--- src/rtl/fifo_pkg.sv ---
// Shared definitions for the FIFO read-side stream controller.
//   reader_state_t : reader FSM states (IDLE / RUN / DRAIN)
//   BUF_DEPTH      : number of entries in the output skid buffer
package fifo_pkg;

    typedef enum logic [1:0] {
        IDLE  = 2'd0,
        RUN   = 2'd1,
        DRAIN = 2'd2
    } reader_state_t;

    localparam int unsigned BUF_DEPTH = 2;

endpackage

--- src/rtl/fifo_reader_skid.sv ---
// Two-entry in-order buffer that holds words returned by the FIFO until the
// stream consumer accepts them. The head entry drives the stream directly.
// Ports:
//   clk, rst    : clock, synchronous active-high reset
//   push, data  : write one word (the captured FIFO read data)
//   pop         : head word accepted downstream (only asserted when head_valid)
//   occ         : current occupancy, 0..2
//   head_data   : oldest buffered word
//   head_valid  : buffer not empty
module fifo_reader_skid
    import fifo_pkg::*;
#(
    parameter int WIDTH = 4
) (
    input  logic             clk,
    input  logic             rst,
    input  logic             push,
    input  logic [WIDTH-1:0] data,
    input  logic             pop,
    output logic [1:0]       occ,
    output logic [WIDTH-1:0] head_data,
    output logic             head_valid
);

    logic [WIDTH-1:0] entry0;
    logic [WIDTH-1:0] entry1;
    logic [1:0]       occ_q;

    always_ff @(posedge clk) begin
        if (rst) begin
            entry0 <= '0;
            entry1 <= '0;
            occ_q  <= '0;
        end else begin
            case ({push, pop})
                2'b10: begin
                    if (occ_q == 2'd0) entry0 <= data;
                    else               entry1 <= data;
                    occ_q <= occ_q + 2'd1;
                end
                2'b01: begin
                    entry0 <= entry1;
                    occ_q  <= occ_q - 2'd1;
                end
                2'b11: begin
                    // Capture and pop together: occupancy unchanged, the new
                    // word lands behind whatever remains after the pop.
                    if (occ_q == 2'd1) begin
                        entry0 <= data;
                    end else begin
                        entry0 <= entry1;
                        entry1 <= data;
                    end
                end
                default: ;
            endcase
        end
    end

    always_ff @(posedge clk) begin
        if (!rst) begin
            assert ({30'b0, occ_q} <= BUF_DEPTH);
        end
    end

    assign occ        = occ_q;
    assign head_data  = entry0;
    assign head_valid = (occ_q != 2'd0);

endmodule

--- src/rtl/fifo_stream_reader.sv ---
// Read-side controller for the synchronous FIFO: issues read strobes with a
// credit check, absorbs the FIFO's one-cycle read latency and presents the
// words on a valid/ready stream.
// Optional feature macro: FIFO_READER_STATS_EN adds the drained_count port.
// Ports:
//   clk, rst       : clock, synchronous active-high reset
//   en             : 1 = fetch from the FIFO, 0 = stop fetching and drain
//   fifo_data      : FIFO read data, valid the cycle after fifo_read
//   fifo_empty     : FIFO empty flag
//   fifo_read      : FIFO read strobe
//   m_data/m_valid : stream output, m_ready stream backpressure
//   busy           : activity in progress (not IDLE, data buffered or in flight)
//   drained_count  : stream transfers, modulo 2^CNT_W (stats build only)
module fifo_stream_reader
    import fifo_pkg::*;
#(
    parameter int WIDTH = 4
`ifdef FIFO_READER_STATS_EN
    ,
    parameter int CNT_W = 16
`endif
) (
    input  logic             clk,
    input  logic             rst,
    input  logic             en,
    input  logic [WIDTH-1:0] fifo_data,
    input  logic             fifo_empty,
    output logic             fifo_read,
    output logic [WIDTH-1:0] m_data,
    output logic             m_valid,
    input  logic             m_ready,
    output logic             busy
`ifdef FIFO_READER_STATS_EN
    ,
    output logic [CNT_W-1:0] drained_count
`endif
);

    reader_state_t state;
    logic          inflight;
    logic          pop;
    logic [1:0]    occ;
    logic [2:0]    credit;

    assign pop = m_valid && m_ready;

    // Words already committed (buffered + in flight) must stay below the
    // buffer depth once this cycle's pop is accounted for.
    always_comb begin
        credit    = {1'b0, occ} + {2'b0, inflight};
        fifo_read = !rst && (state == RUN) && !fifo_empty &&
                    (credit < (3'(BUF_DEPTH) + {2'b0, pop}));
    end

    always_ff @(posedge clk) begin
        if (rst) begin
            state    <= IDLE;
            inflight <= 1'b0;
        end else begin
            inflight <= fifo_read;
            unique case (state)
                IDLE:  if (en) state <= RUN;
                RUN:   if (!en) state <= DRAIN;
                DRAIN: begin
                    if (!inflight && occ == 2'd0) state <= IDLE;
                    else if (en)                  state <= RUN;
                end
                default: state <= IDLE;
            endcase
        end
    end

    fifo_reader_skid #(
        .WIDTH(WIDTH)
    ) u_skid (
        .clk       (clk),
        .rst       (rst),
        .push      (inflight),
        .data      (fifo_data),
        .pop       (pop),
        .occ       (occ),
        .head_data (m_data),
        .head_valid(m_valid)
    );

    assign busy = (state != IDLE) || (occ != 2'd0) || inflight;

`ifdef FIFO_READER_STATS_EN
    always_ff @(posedge clk) begin
        if (rst)      drained_count <= '0;
        else if (pop) drained_count <= drained_count + 1'b1;
    end
`endif

endmodule

--- config.mk ---
export PLATFORM = sky130hd
export DESIGN_NAME = fifo_stream_reader
export DESIGN_NICKNAME = d
export VERILOG_FILES = /design/src/rtl/fifo_pkg.sv /design/src/rtl/fifo_reader_skid.sv /design/src/rtl/fifo_stream_reader.sv
export SDC_FILE = /design/constraint.sdc
export NUM_CORES = 1
export LEC_CHECK = 0
export BUFFER_PORTS_ARGS = -buffer_cell sky130_fd_sc_hd__buf_2
export CAP_MARGIN = 20
export CORE_MARGIN = 1.5
export CORE_UTILIZATION = 45
export CTS_CLUSTER_DIAMETER = 120
export DETAILED_ROUTE_END_ITERATION = 8
export PLACE_DENSITY = 0.72
export SLEW_MARGIN = 20
export SYNTH_ARGS = -nofsm -noshare
export SYNTH_HDL_FRONTEND = slang
export SYNTH_SLANG_ARGS = --single-unit
--- constraint.sdc ---
create_clock -name clk -period 1.44 [get_ports clk]
set_input_delay 0.288 -clock clk [delete_from_list [all_inputs] [get_ports clk]]
set_output_delay 0.288 -clock clk [all_outputs]
set_load 0.1 [all_outputs]
==> impl_metrics.py <==
metrics = {
    "floorplanning": {
        "dieArea_um2": 1725,
        "io_pins": 16,
        "core_um2": 1350,
        "die_x_um": 41.53,
        "initial_core_util": 0.4949,
        "fp.dieH_um": 41.53,
        "rows": 13,
    },
    "sta": {
        "worst_pin_slew_ps": 485.6,
        "period_needed_ps": 1830,
        "final-setup-viol-count": 9,
        "rsz0062_at_grt": "true",
        "finalCritPeriodShare": 1.271,
        "slew_violations": 0,
        "fmax_mhz": 546.5,
        "max_slew_margin": 0.6785,
        "worst_hold_slack_ps": 187.0,
        "finalClockSkew_ps": 7.769,
        "fin_ws_ps": -389.9,
        "finalHoldViolations": 0,
    },
    "routing": {
        "drtPass1Iterations": 7,
        "ant_nets": 0,
        "num_vias": 688,
        "drt_iter0_markers": 22,
        "drc_errors": 0,
        "wirelength_mm": 1.949,
        "viasPerCell": 5.639,
        "wl_per_cell_um": 15.98,
    },
    "outcome": {
        "violations": "setup timing",
        "status": "finished, violations left",
    },
    "layout": {
        "syn2layout_area_growth_pct": 64.61,
        "nets": 122,
        "n_antenna_cell": 0,
        "fillers": 82,
        "drive_above_1_share": 0.5607,
        "utilization": 0.8146,
    },
    "setup_path": {
        "cp-startpoint": "u_skid.occ[0]$_SDFFE_PP0P_",
        "crit_path_end_kind": "output pin",
        "cp-start-kind": "flip-flop",
        "arrival_ps": 1540,
        "timing.rr.start": "u_skid.occ[0]$_SDFFE_PP0P_",
        "critical_path_class": "reg2out",
        "path_max_fanout": 3,
        "cp_data_required_time_ps": 1150,
    },
    "clock_tree": {
        "root_buffer": "clkbuf_4",
        "cts_tree": "yes",
        "cts.clk_slew.worst_paths_ps": 80,
        "numClockSinks": 13,
        "insertion_delay_ps": 280,
        "cts_buffer_depth": 2,
        "hold_buffers": 0,
        "cts_made_buffers": 3,
        "cts_max_level": 1,
    },
    "placed_design": {
        "port_buffers": 15,
        "dp_hpwl_mm": 1.231,
        "place.gp.congestion": 0.8493,
    },
    "pwr": {
        "intPower_mw": 1.000,
        "p_sw_mw": 0.9133,
        "power_frac_comb": 0.653,
        "leakagePower_nw": 0.4570,
        "switching_share": 0.4773,
        "vdd.ir_drop.worst_v": 0.001034,
        "power_density_nw_per_um2": 1740,
        "power_frac_seq": 0.231,
        "clockPowerShare": 0.116,
    },
    "synth": {
        "synth_nets": 90,
        "ys_ff_latch": 13,
        "async_flop_share": 0,
        "yosysMostFrequentCell": "dfxtp_1",
        "synth_warnings": 0,
        "synth_top_area_cell": "dfxtp_1",
        "seq_area_frac_synth": 0.3895,
        "ys_types": 24,
        "post_synth_main_area_contributors": "dfxtp_1, ha_1, mux2i_1, nor2_1, a311oi_1",
        "synth_edf_count": 0,
        "synth.avg_cell_area_um2": 8.791,
        "syn_inst": 76,
        "yosys-top-cells-count": "dfxtp_1, nor2_1, nand2_1",
        "synthesis.area_um2": 668.1,
        "synth.top_cell.area_share": 0.3895,
        "synthFlopType": "dfxtp_1",
    },
    "hold_path": {
        "hold_class": "in2reg",
        "worstHoldStart": "en",
    },
    "grt": {
        "grt_overflow": 0,
        "grt_pass1_vias": 664,
        "grt_max_degree": 13,
        "grt_usage": 0.2170,
        "antenna_found_initial": 0,
        "grt_pass1_wl_mm": 2.842,
    },
    "job": {
        "max_cap_violations": 0,
    },
}
## routing by layer
metal / track usage / vias up / part of all wire
li1: - / 330 / -
met2: 0.3750 / 20 / 0.51
met3: 0.07391 / 6 / 0.053
met1: 0.2399 / 332 / 0.41
met4: 0.09032 / 0 / 0.024
met5: 0 / - / 0
## power by group through the flow
stage          Combinational (mW)  Clock, mW  Sequential (mW)
2_1_floorplan               0.534          0            0.649
3_3_place_gp                 1.00          0            0.445
3_5_place_dp                 1.03          0            0.450
4_1_cts                      1.15      0.231            0.443
5_1_grt                      1.30      0.241            0.450
6_report                     1.25      0.222            0.442
## placed cells by master (no fill, tap or decap), drive strengths merged, types with 2 or more instances in the layout
cell    instances
dfxtp          13
nor2           10
a311oi          4
a21oi           2
nor3            3
inv             5
clkbuf          4
mux2i           5
nor2b           2
buf            29
ha              5
nand2           9
and3            2
nand3           5
## through the flow
stage	total power [mW]	setup TNS, ps	cell area, um^2	worst slack (ps)	instances
final	1.914	-1085	1100	-389.9	122
after global routing	1.988	-1750	1100	-438.9	122
after CTS	1.824	-1099	1047	-392.0	122
after detailed placement	1.482	-610.4	945.9	-181.4	116
after global placement	1.448	-373.3	945.9	-148.0	116
after floorplan	1.183	-908.8	743.2	-611.7	76
## what timing repair did
| item | in CTS | in global routing |
|---|---|---|
| setup buffers | 2 | 0 |
| pin swaps | 5 | 6 |
| gates resized for setup | 14 | 10 |
| setup endpoints to repair | 13 | 13 |
## registers in the layout (all words and copies together) (netlist names)
signal and cells:
u_skid.occ 2, inflight 1, u_skid.entry1 4, state 2, u_skid.head_data 4
## kinds of logic (layout without fill, tap and decap cells)
| kind of cell | Yosys count | count (layout) | share of synthesized area |
|---|---|---|---|
| AO/OA/AOI/OAI | 11 | 11 | 0.1461 |
| AND/OR/NAND/NOR | 33 | 33 | 0.2322 |
| flip-flops | 13 | 13 | 0.3895 |
| buffers and inverters | 8 | 39 | 0.05056 |
| XOR/XNOR | 1 | 1 | 0.01311 |
| multiplexers | 5 | 5 | 0.07491 |
| adder cells (fa/ha/maj) | 5 | 5 | 0.09363 |
## layout make-up
class | instances | area (um^2) | area share
multi-input combinational | 55 | 520.5 | 0.4733
sequential | 13 | 269.0 | 0.2446
timing repair buffer | 29 | 236.5 | 0.2150
inverter | 6 | 28.78 | 0.02617
clock buffer | 4 | 26.28 | 0.02389
tap | 15 | 18.77 | 0.01706
## final timing paths
| check | end | slack [ps] | depth (start not counted) |
|---|---|---|---|
| setup / recovery | busy | -390 | 5 |
| hold / removal | state[1]$_SDFFE_PP0P_ | 190 | 2 |
| setup reg to reg | u_skid.head_data[1]$_SDFFE_PP0P_ | -100 | 7 |
| hold reg to reg | u_skid.head_data[2]$_SDFFE_PP0P_ | 490 | 2 |
## critical path, cell delays in order (launching register included)
cell	delay (ps)
dfxtp_2	330
inv_2	90
ha_4	150
clkinvlp_4	80
or4_4	430
buf_12	180
Power figures use the tool's default switching activity.
